### src/rtl/ir_cmd_scheduler.sv
// IR command scheduler: validates NEC frames, maps keys to game commands,
// rate-limits SHOOT and queues commands in a small FIFO drained by valid/ack.
module ir_cmd_scheduler #(
  parameter int FIFO_DEPTH      = 4,
  parameter int COOLDOWN_CYCLES = 25000000
) (
  input  logic        master_clk,
  input  logic        resetn,
  input  logic        ir_data_ready,
  input  logic [31:0] ir_data,
  input  logic        cmd_ack,
  output logic        cmd_valid,
  output logic [2:0]  cmd_code,
  output logic [2:0]  direction,
  output logic        shoot_blocked,
  output logic        overflow,
  output logic [7:0]  bad_frames
);

  localparam int AW = $clog2(FIFO_DEPTH);
  localparam int CW = $clog2(COOLDOWN_CYCLES + 1);

  typedef enum logic [1:0] {IDLE, CHECK, PUSH} state_t;
  typedef enum logic [2:0] {
    CMD_NONE  = 3'd0,
    CMD_LEFT  = 3'd1,
    CMD_RIGHT = 3'd2,
    CMD_STOP  = 3'd3,
    CMD_SHOOT = 3'd4
  } cmd_t;

  state_t        state, stateNext;
  logic          rdyQ, ackQ, rdyRise, ackRise;
  logic [15:0]   frame;
  cmd_t          keyCmd, pendCmd;
  logic          integrityOk, isRepeat, shootDrop, badFrame, goPush;
  logic [AW:0]   wrPtr, rdPtr, wrNext, rdNext;
  logic          fifoFull, popDo, pushOk;
  logic [2:0]    mem [FIFO_DEPTH];
  logic [2:0]    headNext;
  logic [CW-1:0] cooldown;

  // Only the key and inverted-key bytes matter; the address half is ignored.
  logic unusedAddr;
  assign unusedAddr = ^ir_data[15:0];

  assign rdyRise  = ir_data_ready & ~rdyQ;
  assign ackRise  = cmd_ack & ~ackQ;
  assign popDo    = ackRise & cmd_valid;
  assign fifoFull = (wrPtr[AW] != rdPtr[AW]) && (wrPtr[AW-1:0] == rdPtr[AW-1:0]);
  assign rdNext   = rdPtr + {{AW{1'b0}}, popDo};
  assign wrNext   = wrPtr + {{AW{1'b0}}, pushOk};

  always_ff @(posedge master_clk or negedge resetn) begin
    if (!resetn) state <= IDLE;
    else         state <= stateNext;
  end

  always_comb begin
    // NOTE: every comb output gets a default first so no path infers a latch.
    stateNext = state;
    case (state)
      IDLE:    if (rdyRise) stateNext = CHECK;
      CHECK:   stateNext = goPush ? PUSH : IDLE;
      PUSH:    stateNext = IDLE;
      default: stateNext = IDLE;
    endcase
  end

  always_comb begin
    keyCmd = CMD_NONE;
    case (frame[7:0])
      8'h04:   keyCmd = CMD_LEFT;
      8'h06:   keyCmd = CMD_RIGHT;
      8'h02:   keyCmd = CMD_STOP;
      8'h05:   keyCmd = CMD_SHOOT;
      default: keyCmd = CMD_NONE;
    endcase
    integrityOk = (frame[15:8] == ~frame[7:0]);
    isRepeat    = (keyCmd == CMD_LEFT  && direction == 3'b001) ||
                  (keyCmd == CMD_RIGHT && direction == 3'b010) ||
                  (keyCmd == CMD_STOP  && direction == 3'b100);
    shootDrop   = (state == CHECK) && integrityOk && (keyCmd == CMD_SHOOT) && (cooldown != '0);
    badFrame    = (state == CHECK) && !integrityOk;
    goPush      = (state == CHECK) && integrityOk && (keyCmd != CMD_NONE) && !isRepeat && !shootDrop;
    pushOk      = (state == PUSH) && (!fifoFull || popDo);
  end

  // Head after this edge's pop/push; a push into an empty FIFO bypasses storage.
  always_comb begin
    headNext = CMD_NONE;
    if (wrNext != rdNext) begin
      if (pushOk && (wrPtr[AW-1:0] == rdNext[AW-1:0])) headNext = pendCmd;
      else                                              headNext = mem[rdNext[AW-1:0]];
    end
  end

  // NOTE: storage carries no reset; occupancy is defined by the pointers alone.
  always_ff @(posedge master_clk) begin
    if (pushOk) mem[wrPtr[AW-1:0]] <= pendCmd;
  end

  // NOTE: sequential state uses non-blocking assignments so every register samples pre-edge values.
  always_ff @(posedge master_clk or negedge resetn) begin
    if (!resetn) begin
      rdyQ          <= 1'b0;
      ackQ          <= 1'b0;
      frame         <= '0;
      pendCmd       <= CMD_NONE;
      wrPtr         <= '0;
      rdPtr         <= '0;
      cmd_valid     <= 1'b0;
      cmd_code      <= 3'd0;
      direction     <= 3'b100;
      shoot_blocked <= 1'b0;
      overflow      <= 1'b0;
      bad_frames    <= 8'd0;
      cooldown      <= '0;
    end else begin
      rdyQ          <= ir_data_ready;
      ackQ          <= cmd_ack;
      wrPtr         <= wrNext;
      rdPtr         <= rdNext;
      cmd_valid     <= (wrNext != rdNext);
      cmd_code      <= headNext;
      shoot_blocked <= shootDrop;
      if (state == IDLE && rdyRise) frame <= ir_data[31:16];
      if (state == CHECK) pendCmd <= keyCmd;
      if (badFrame && bad_frames != 8'hFF) bad_frames <= bad_frames + 8'd1;
      if (state == PUSH && !pushOk) overflow <= 1'b1;
      if (pushOk) begin
        case (pendCmd)
          CMD_LEFT:  direction <= 3'b001;
          CMD_RIGHT: direction <= 3'b010;
          CMD_STOP:  direction <= 3'b100;
          default:   direction <= direction;
        endcase
      end
      if (pushOk && pendCmd == CMD_SHOOT) cooldown <= CW'(COOLDOWN_CYCLES);
      else if (cooldown != '0)            cooldown <= cooldown - CW'(1);
    end
  end

endmodule

### config.mk
export PLATFORM = sky130hd
export DESIGN_NAME = ir_cmd_scheduler
export DESIGN_NICKNAME = d
export VERILOG_FILES = /design/src/rtl/ir_cmd_scheduler.sv
export SDC_FILE = /design/constraint.sdc
export NUM_CORES = 1
export LEC_CHECK = 0
export CAP_MARGIN = 20
export CORE_MARGIN = 1.5
export CORE_UTILIZATION = 35
export CTS_CLUSTER_DIAMETER = 100
export DETAILED_ROUTE_END_ITERATION = 7
export RECOVER_POWER = 25
export SYNTH_ARGS = -nofsm -noshare
export SYNTH_HDL_FRONTEND = slang
export SYNTH_SLANG_ARGS = --single-unit
export TNS_END_PERCENT = 100
### constraint.sdc
create_clock -name master_clk -period 4.2 [get_ports master_clk]
set_input_delay 0.84 -clock master_clk [delete_from_list [all_inputs] [get_ports master_clk]]
set_output_delay 0.84 -clock master_clk [all_outputs]
set_load 0.02 [all_outputs]
Word level (Yosys, flattened, before mapping)
Memory sizes are Yosys's and may differ from the RTL's.
Index checks and enable logic that the tools add are counted.
{"block": "op_classes", "eq_ne": 24, "add_sub_neg": 4, "mux": 11, "reduce_logical": 31, "bitwise_logic": 6}
{"operator": "25-bit 2-to-1 mux", "count": 2}
{"operator": "25-bit nonzero test", "count": 1}
{"operator": "25-bit by 1-bit subtractor with 25-bit output, second input constant", "count": 1}
{"operator": "8-bit by 3-bit == test with 1-bit output, second input constant", "count": 3}
{"operator": "1-bit logical AND", "count": 17}
{"operator": "3-bit by 2-bit == test with 1-bit output, second input constant", "count": 5}
{"operator": "3-bit one-hot mux with 4 select lines", "count": 1}
{"operator": "3-bit by 1-bit == test with 1-bit output, second input constant", "count": 3}
{"operator": "3-bit == test, second input constant", "count": 3}
{"operator": "3-bit one-hot mux with 3 select lines", "count": 1}
{"operator": "8-bit by 1-bit adder with 8-bit output, second input constant", "count": 1}
{"operator": "8-bit by 2-bit == test with 1-bit output, second input constant", "count": 1}
{"operator": "8-bit == test", "count": 1}
{"operator": "8-bit inequality test, second input constant", "count": 1}
{"operator": "8-bit NOT", "count": 1}
{"operator": "3-bit by 1-bit adder with 3-bit output", "count": 2}
{"operator": "3-bit 2-to-1 mux", "count": 2}
{"operator": "3-bit nonzero test", "count": 2}
{"operator": "1-bit logical NOT", "count": 5}
{"operator": "2-bit == test", "count": 2}
{"operator": "2-bit 2-to-1 mux", "count": 2}
{"operator": "2-bit one-hot mux with 2 select lines", "count": 1}
{"operator": "1-bit bitwise AND", "count": 3}
{"operator": "1-bit logical OR", "count": 3}
{"operator": "other kinds (10)", "count": 12}
{"block": "word_totals", "output_inout_bits": 17, "regBits": 71, "mem_bits_rw": 12, "mem_count": 1, "word_cells": 91, "in_bits": 36}
{"name": "mem", "depth": 4, "width": 3, "read_ports": 1, "rd_ports_with_merged_regs": 0, "wr": 1, "line": "39", "text": "logic [2:0] mem [FIFO_DEPTH];"}

Logic depth before layout (Yosys ltp)
Gate-level depths: netlist of run 1.
{"block": "logic_depth", "depth_word": 11, "mapped_depth": 8, "depth_no_buf": 8}

Least setup slack after synthesis of run 1
Ideal clock, no wire load.
{"block": "synth_timing", "path_type": "input port to flip-flop", "from": "input cmd_ack", "to": "register cmd_code[0]", "slack_ps": 1774, "path_stages": 8, "t_required_ps": 4078, "arrival_ps": 2305, "n_path_buf": 0, "setup_time_ps": 122, "cell_sequence": "nand3b_1 -> a41oi_1 -> ha_1 -> ha_1 -> xor2_1 -> xnor2_1 -> and3_1 -> nor2_1"}
{"block": "synth_via", "elab_chain_len": 7}
{"item": "start: declaration", "line": "11", "text": "input logic cmd_ack,"}
{"item": "1-bit bitwise AND", "line": "48", "text": "assign ackRise = cmd_ack & ~ackQ;"}
{"item": "1-bit bitwise AND", "line": "49", "text": "assign popDo = ackRise & cmd_valid;"}
{"item": "1-bit logical OR", "line": "86", "text": "pushOk = (state == PUSH) && (!fifoFull || popDo);"}
{"item": "1-bit logical AND", "line": "86"}
{"item": "3-bit by 1-bit adder with 3-bit output", "line": "52", "text": "assign wrNext = wrPtr + {{AW{1'b0}}, pushOk};"}
{"item": "named net wrNext[2]", "line": "37", "text": "logic [AW:0] wrPtr, rdPtr, wrNext, rdNext;"}
{"item": "3-bit inequality test", "line": "92", "text": "if (wrNext != rdNext) begin"}
{"item": "3-bit 2-to-1 mux", "line": "92"}
{"item": "named net headNext[0]", "line": "40", "text": "logic [2:0] headNext;"}
{"item": "end signal: assignment", "line": "125", "text": "cmd_code <= headNext;"}
{"item": "end: declaration", "line": "13", "text": "output logic [2:0] cmd_code,"}
The timed path passes the listed nets, and every way through them passes these cells.
A chain may end at the register's enable or synchronous reset.

Worst setup path after layout of run 1
{"block": "layout_timing", "from": "register cooldown[0]", "to": "register cooldown[24]"}
{"block": "layout_via", "elab_chain_len": 3}
{"item": "start: declaration", "line": "41", "text": "logic [CW-1:0] cooldown;"}
{"item": "start signal: assignment", "line": "139", "text": "if (pushOk && pendCmd == CMD_SHOOT) cooldown <= CW'(COOLDOWN_CYCLES);"}
{"item": "start signal: assignment", "line": "140", "text": "else if (cooldown != '0) cooldown <= cooldown - CW'(1);"}
{"item": "25-bit by 1-bit subtractor with 25-bit output", "line": "140"}
{"item": "25-bit 2-to-1 mux", "line": "140"}
{"item": "25-bit 2-to-1 mux", "line": "139"}
Several ways; a longest one is shown, not always the timed one. The select of a mux whose other input is x is not followed.

==> summary.txt, run 1 <==
Logic synthesis
  – Cells after Synth: 324
  – Main flop type after synthesis: dfrtp_1
  – YS warnings: 0
  – Adder-cell share of the synthesized area: 1.94%
  – Average size of a mapped cell: 11.9 sq um
  – Yosys reg bits: 83
  – Synth Area in XOR/XNOR: 9.53%
  – Post-synthesis mux area share: 7.74%
  – Main combinational cell family by area after synthesis: simple AND/OR/NAND/NOR gates
  – Post-synth cell types: 55
  – Post-synthesis sequential area ratio: 55.4%
  – Post-synthesis simple-gate area fraction: 16.5%
  – Syn nets: 366
  – Synthesized area: 3860 sq um
  – Async SR Flop Fraction: 85.5%
  – Compound-cell area share of the yosys netlist: 7.49%
  – Number of flops mapped to enable cells by yosys: 12

Floorplanning
  – Die width: 108 um
  – Area of the core: 10800 sq um
  – I/O Pins: 53
  – Num rows: 38
  – Initial Util: 35.8%
  – Die H: 108 um
  – Die area: 11700 sq um

STA
  – Unrepaired setup endpoints after global routing: no
  – Fmax: 0.356 GHz
  – Final Hold Vio Count: 0
  – Max Slew Vio Count: 0
  – Clock Skew: 0.0145 ns
  – Worst slew pin tran: 1.41 ns
  – Setup violations, final: 0
  – Tmin final: 2.81 ns
  – Hold Slack: 0.495 ns
  – Setup TNS Final: 0 ns
  – Fin crit share: 66.8%
  – Max-Slew Margin vs Limit: 6.20%

Worst hold path
  – Hold crit path type: reg -> reg
  – Worst hold start: overflow

Drt
  – Vias per cell: 4.97
  – Starting DRC count in detailed routing: 139
  – Routed WL: 7.07 mm
  – Post-route ant nets: 0
  – Vias: 2546
  – WL/cell: 13.8 um
  – Number of remaining DRC errors: 0
  – DR pass1 iterations: 4

Layout
  – Most frequent cells in the layout: 70 x dfrtp_1, 35 x xnor2_1, 33 x clkdlybuf4s50_1
  – Layout cells sized above 1: 9.41%
  – Most common cell after layout, fill and taps aside: dfrtp_1
  – Diodes inserted: 0
  – Final std cells w/o fill: 512
  – Final nets: 409
  – Area grow syn2layout: 18.8%
  – Design area: 4590 sq um

Critical path
  – CP arrival: 3.02 ns
  – Critical Path RT: 4.41 ns
  – Startpoint Class: flip-flop
  – CP endpoint kind: flip-flop
  – Crit path from: cooldown[0]
  – R2R setup slack: 1.39 ns
  – Reg-to-Reg Start: cooldown[0]
  – R2R Path End: cooldown[24]
  – Worst setup path end: cooldown[24]
  – Largest fanout on the critical path: 16
  – Crit path kind: reg -> reg
  – Cells on worst reg2reg path: 7

Global route
  – Total gr overflow: 0
  – GRT Overall Usage: 13.2%
  – Antenna violations before repair: 0
  – Number of global-route vias before repair: 2543
  – First-pass GRT wire length: 12.1 mm
  – Largest net degree at the start of global routing: 59

Clock tree
  – TritonCTS Buffers: 9
  – H-tree depth: 3
  – Max clock buf depth: 2
  – CTS resizes: 0
  – Reg clk slew, reported paths: 0.10 ns
  – Post-CTS Setup Inserts: 0
  – Clock sink count: 83
  – CTS Root Cell: clkbuf_8
  – CTS tree: built
  – Worst-Skew Late Latency: 0.35 ns
  – Hold_buf cts: 0

Placed design
  – Post-DP Area: 4390 sq um
  – GPL Wtd Cong: 0.761
  – Port Buffer Count: 36
  – Cells after DPL: 495
  – Post-DP HPWL: 4.91 mm

Pwr
  – Peak supply drop: 0.263 mV
  – Pleak: 1.73 nW
  – Power per standard cell area: 429 nW/um^2
  – Overall Power: 1.97 mW

Run
  – Max-Cap Viols: 0

Status
  – Status: completed
-- layer usage --
metal | routed length [um] | vias to the layer above | track usage [%]
met5 | 0 | - | 0
met2 | 3200 | 47 | 19.9
met1 | 3540 | 1243 | 18.6
li1 | - | 1249 | -
met4 | 96 | 0 | 5.45
met3 | 234 | 7 | 2.35
-- cells in the mapped netlist (2+ instances only) --
| cell type | instances | area (sq um) |
|---|---|---|
| buf_2 | 2 | 10.0 |
| inv_1 | 5 | 18.8 |
| clkbuf_1 | 6 | 22.5 |
| nand3_1 | 10 | 50.1 |
| a211oi_1 | 4 | 30.0 |
| nor4b_2 | 2 | 30.0 |
| dfrtp_1 | 70 | 1750 |
| nand3b_1 | 3 | 22.5 |
| a31oi_1 | 2 | 12.5 |
| nor3_1 | 9 | 45.0 |
| o31ai_1 | 5 | 37.5 |
| mux4_2 | 3 | 67.6 |
| nor2_1 | 30 | 113 |
| o21ai_1 | 2 | 10.0 |
| xor2_1 | 7 | 61.3 |
| edfxtp_1 | 12 | 360 |
| a2111oi_0 | 4 | 35.0 |
| and3_1 | 6 | 37.5 |
| nand4b_1 | 2 | 17.5 |
| mux2_2 | 3 | 33.8 |
| and2_1 | 2 | 12.5 |
| ha_1 | 6 | 75.1 |
| xnor2_1 | 35 | 307 |
| or3_1 | 3 | 18.8 |
| nor4_1 | 4 | 25.0 |
| mux2_1 | 14 | 158 |
| nand4_1 | 4 | 25.0 |
| nand2_1 | 25 | 93.8 |
| mux2i_1 | 4 | 40.0 |
| o21ai_0 | 3 | 15.0 |
| a21oi_1 | 9 | 45.0 |
| nand2b_1 | 5 | 31.3 |
-- state kept, by name (all words and copies together), names as in the netlist, 2 cells and up --
| register | cells |
|---|---|
| direction | 3 |
| rdPtr | 3 |
| wrPtr | 3 |
| cooldown | 25 |
| frame | 16 |
| pendCmd | 3 |
| cmd_code | 3 |
| bad_frames | 8 |
| state | 2 |
| mem | 12 |
-- where the power goes --
| group | total (mW) | internal [mW] | switching [mW] |
|---|---|---|---|
| clock network | 0.557 | 0.255 | 0.301 |
| registers | 0.975 | 0.900 | 0.0745 |
| logic | 0.437 | 0.234 | 0.203 |
| total | 1.97 | 1.39 | 0.579 |
-- worst max-delay path, cell delays in order, from the launching register on --
cell     delay [ns]
dfrtp_1        0.41
inv_1          0.09
ha_1           0.21
or4b_1         0.53
nor4_4         0.82
nand3_1        0.24
o31ai_1        0.29
nand2_1        0.08
-- how the worst min path moves through the flow --
stage	endpoint	slack (ns)	cells past startpoint
3_5_place_dp	overflow	0.48	1
3_3_place_gp	overflow	0.47	1
4_1_cts	cooldown[8]	0.38	1
2_1_floorplan	cooldown[24]	0.47	2
5_1_grt	overflow	0.51	1
6_report	overflow	0.50	1
-- stage by stage --
stage,util (%),setup slack [ns]
6_report,42.5,1.39
2_1_floorplan,-,1.77
5_1_grt,42.5,1.21
3_3_place_gp,40.7,1.30
4_1_cts,42.5,1.41
3_5_place_dp,40.7,1.29
-- layout make-up --
| type | count | area [sq um] |
|---|---|---|
| timing repair buffer | 40 | 379 |
| fill | 1032 | 6210 |
| tap | 140 | 175 |
| clock inverter | 6 | 45.0 |
| sequential | 83 | 2140 |
| clock buffer | 10 | 149 |
| multi-input combinational | 227 | 1680 |
| inverter | 6 | 22.5 |
-- kinds of logic (layout without fill, tap and decap cells) --
group	count (synthesis)	after routing
AOI/OAI and AO/OA	39	39
xor gates and xnor gates	42	42
adders and majority gates	6	6
buffers and inverters	14	62
DFF	83	83
muxes	24	24
and+or+nand+nor	116	116
Power figures use the tool's default switching activity.
==> run 2, diff against run 1 <==
==> constraint.sdc (replaced) <==
create_clock -name master_clk -period 2.6 [get_ports master_clk]
set_input_delay 0.52 -clock master_clk [delete_from_list [all_inputs] [get_ports master_clk]]
set_output_delay 0.52 -clock master_clk [all_outputs]
set_load 0.02 [all_outputs]
==> run 2 against run 1 <==
Net effect: the run now ends with capacitance limit, slew limit left; flip-flop and latch count unchanged; sequential power increased by 62%; global-route usage increased by 0.78 points; worst setup slack worse by 1.1 ns; sequential share of layout area fell by 0.90 points; non-clock buffer count rose by 6; highest routed layer unchanged; die area stayed put; wire length increased by 1.6%; register-to-register slack got worse by 1.1 ns; clock power increased by 94%; clock skew grew 0.0026 ns; largest cell class unchanged.
==> summary.txt, run 2 (synthesis gave the netlist of run 1 again) <==
Floorplanning
  – Die area: 11700 sq um (unchanged)
  – Num rows: 38 (unchanged)
  – I/O Pins: 53 (unchanged)
  – Die width: 108 um (unchanged)
  – Die H: 108 um (unchanged)
  – Area of the core: 10800 sq um (unchanged)
  – Initial Util: 35.8% (unchanged)

Placed design
  – GPL Wtd Cong: 0.810 (+6.4%)
  – Port Buffer Count: 36 (unchanged)
  – Post-DP HPWL: 4.94 mm (+0.64%)

STA
  – Setup TNS Final: 0 ns (unchanged)
  – Max-Slew Margin vs Limit: -16.4% (-23 points)
  – Fin crit share: 89.8% (+23 points)
  – Hold Slack: 0.491 ns (-0.00427 ns)
  – Max Slew Vio Count: 72 (+72)
  – Unrepaired setup endpoints after global routing: no
  – Setup violations, final: 0 (unchanged)
  – Fmax: 0.428 GHz (+20%)
  – Tmin final: 2.33 ns (-0.473 ns)
  – Clock Skew: 0.0171 ns (+0.00257 ns)
  – Final Hold Vio Count: 0 (unchanged)
  – Worst slew pin tran: 1.75 ns (+0.338 ns)

Pwr
  – Power per standard cell area: 718 nW/um^2 (+67%)
  – Pleak: 1.79 nW (+3.2%)
  – Peak supply drop: 0.486 mV (+85%)

Global route
  – Largest net degree at the start of global routing: 72 (+22%)
  – Number of global-route vias before repair: 2641 (+3.9%)
  – First-pass GRT wire length: 12.7 mm (+5.1%)
  – Total gr overflow: 0 (unchanged)
  – Antenna violations before repair: 0 (unchanged)
  – GRT Overall Usage: 13.9% (+0.78 points)

Critical path
  – CP endpoint kind: flip-flop
  – Critical-path cell with the highest stage delay: or4b_4
  – Largest fanout on the critical path: 6 (-10)
  – Crit path kind: reg -> reg
  – CP Cell Sequence: or4_4 > or4b_4 > nor3_4 > nor2_1 > nor4_1
  – CP peak stage delay: 0.61 ns (-0.21 ns)
  – Critical Path RT: 2.83 ns (-1.58 ns)
  – Startpoint Class: flip-flop
  – CP arrival: 2.56 ns (-0.46 ns)

Clock tree
  – Clock sink count: 83 (unchanged)
  – Hold_buf cts: 0 (unchanged)
  – Worst-Skew Late Latency: 0.35 ns (about the same)
  – Reg clk slew, reported paths: 0.09 ns (about the same)
  – CTS Root Cell: clkbuf_8
  – Post-CTS Setup Inserts: 0 (unchanged)
  – CTS tree: built
  – H-tree depth: 3 (unchanged)
  – TritonCTS Buffers: 9 (unchanged)
  – Max clock buf depth: 2 (unchanged)
  – CTS resizes: 0 (unchanged)

Drt
  – Post-route ant nets: 0 (unchanged)
  – Routed WL: 7.18 mm (+1.6%)
  – WL/cell: 13.9 um (+0.39%)
  – Vias: 2570 (+0.94%)
  – Starting DRC count in detailed routing: 91 (-35%)
  – DR pass1 iterations: 4 (unchanged)
  – Number of remaining DRC errors: 0 (unchanged)
  – Vias per cell: 4.96 (-0.23%)

Status
  – Failing checks: capacitance limit, slew limit
  – Status: finished, violations left

Layout
  – Multi-input gate area: 1680 sq um (unchanged)
  – Area grow syn2layout: 21.1%
  – Register Area: 2140 sq um (unchanged)
  – Most frequent cells in the layout: 70 x dfrtp_1, 35 x xnor2_1, 35 x clkdlybuf4s50_1
  – Most common cell after layout, fill and taps aside: dfrtp_1
  – Max reg flops: 25 (unchanged)
  – Layout cells sized above 1: 11.1% (+1.7 points)
  – Top reg by flops: cooldown
  – Final nets: 415 (+1.5%)
  – Filler instances: 1030 (-0.19%)
  – Diodes inserted: 0 (unchanged)

Run
  – Max-Cap Viols: 1 (+1)

Worst hold path
  – Hold crit path type: reg -> reg
-- run 2: cell types whose count changed in the layout (fill, tap and decap cells not counted) --
cell             delta
buf_2               +1
buf_4               +6
bufinv_16           +2
clkdlybuf4s50_1     +2
clkinv_1            -1
clkinv_4            +2
clkinvlp_4          -1
dlygate4sd3_1       -2
inv_6               -3
-- run 2: final timing paths --
| check | from | end | slack [ns] | depth (start not counted) |
|---|---|---|---|---|
| worst max-delay path | cooldown[15] | state[1] | 0.27 | 5 |
| worst min-delay path | overflow | overflow | 0.49 | 1 |
| worst max register to register | cooldown[15] | state[1] | 0.27 | 5 |
| worst min register to register | overflow | overflow | 0.49 | 1 |
| max in group asynchronous | resetn | cmd_code[2] | 0.84 | 2 |
| min in group asynchronous | resetn | cooldown[11] | 0.69 | 2 |
-- run 2: power by group --
part	switching (mW)	total (mW)	leakage, nW	internal [mW]
clock network	0.472	1.08	0.115	0.603
logic	0.325	0.704	0.752	0.379
registers	0.123	1.58	0.920	1.45
total	0.920	3.36	1.79	2.44
-- run 2: final cells by class --
| type | count | area share [%] |
|---|---|---|
| flip-flops and latches | 83 | 45.7 |
| clock inverters | 5 | 1.82 |
| inverters | 6 | 0.482 |
| clock buffers | 11 | 3.26 |
| repair buffers | 46 | 9.10 |
| well taps | 140 | 3.75 |
| multi-input cells | 227 | 35.9 |
-- run 2: stage by stage --
stage | utilization (%) | setup WS (ns) | std cells | total power [mW] | area, sq um
4_1_cts | 43.4 | 0.227 | 517 | 3.41 | 4690
6_report | 43.3 | 0.265 | 518 | 3.36 | 4680
3_3_place_gp | 41.2 | 0.111 | 501 | 2.31 | 4450
5_1_grt | 43.3 | 0.129 | 518 | 3.54 | 4680
3_5_place_dp | 41.2 | 0.0346 | 501 | 2.32 | 4450
2_1_floorplan | - | 0.349 | 324 | 2.05 | 3860
-- run 2: layer usage --
layer  part of all wire [%]  routed length (um)  track usage, %
met1                     48                3430            18.8
met2                     47                3390            21.8
met3                    2.9                 206            2.29
met4                    2.2                 155            6.77
met5                      0                   0               0
-- run 2: critical path: cells and delay by family (launching register included) --
kind	cells	cell delay (ns)
simple gates	5	1.83
flops	1	0.41
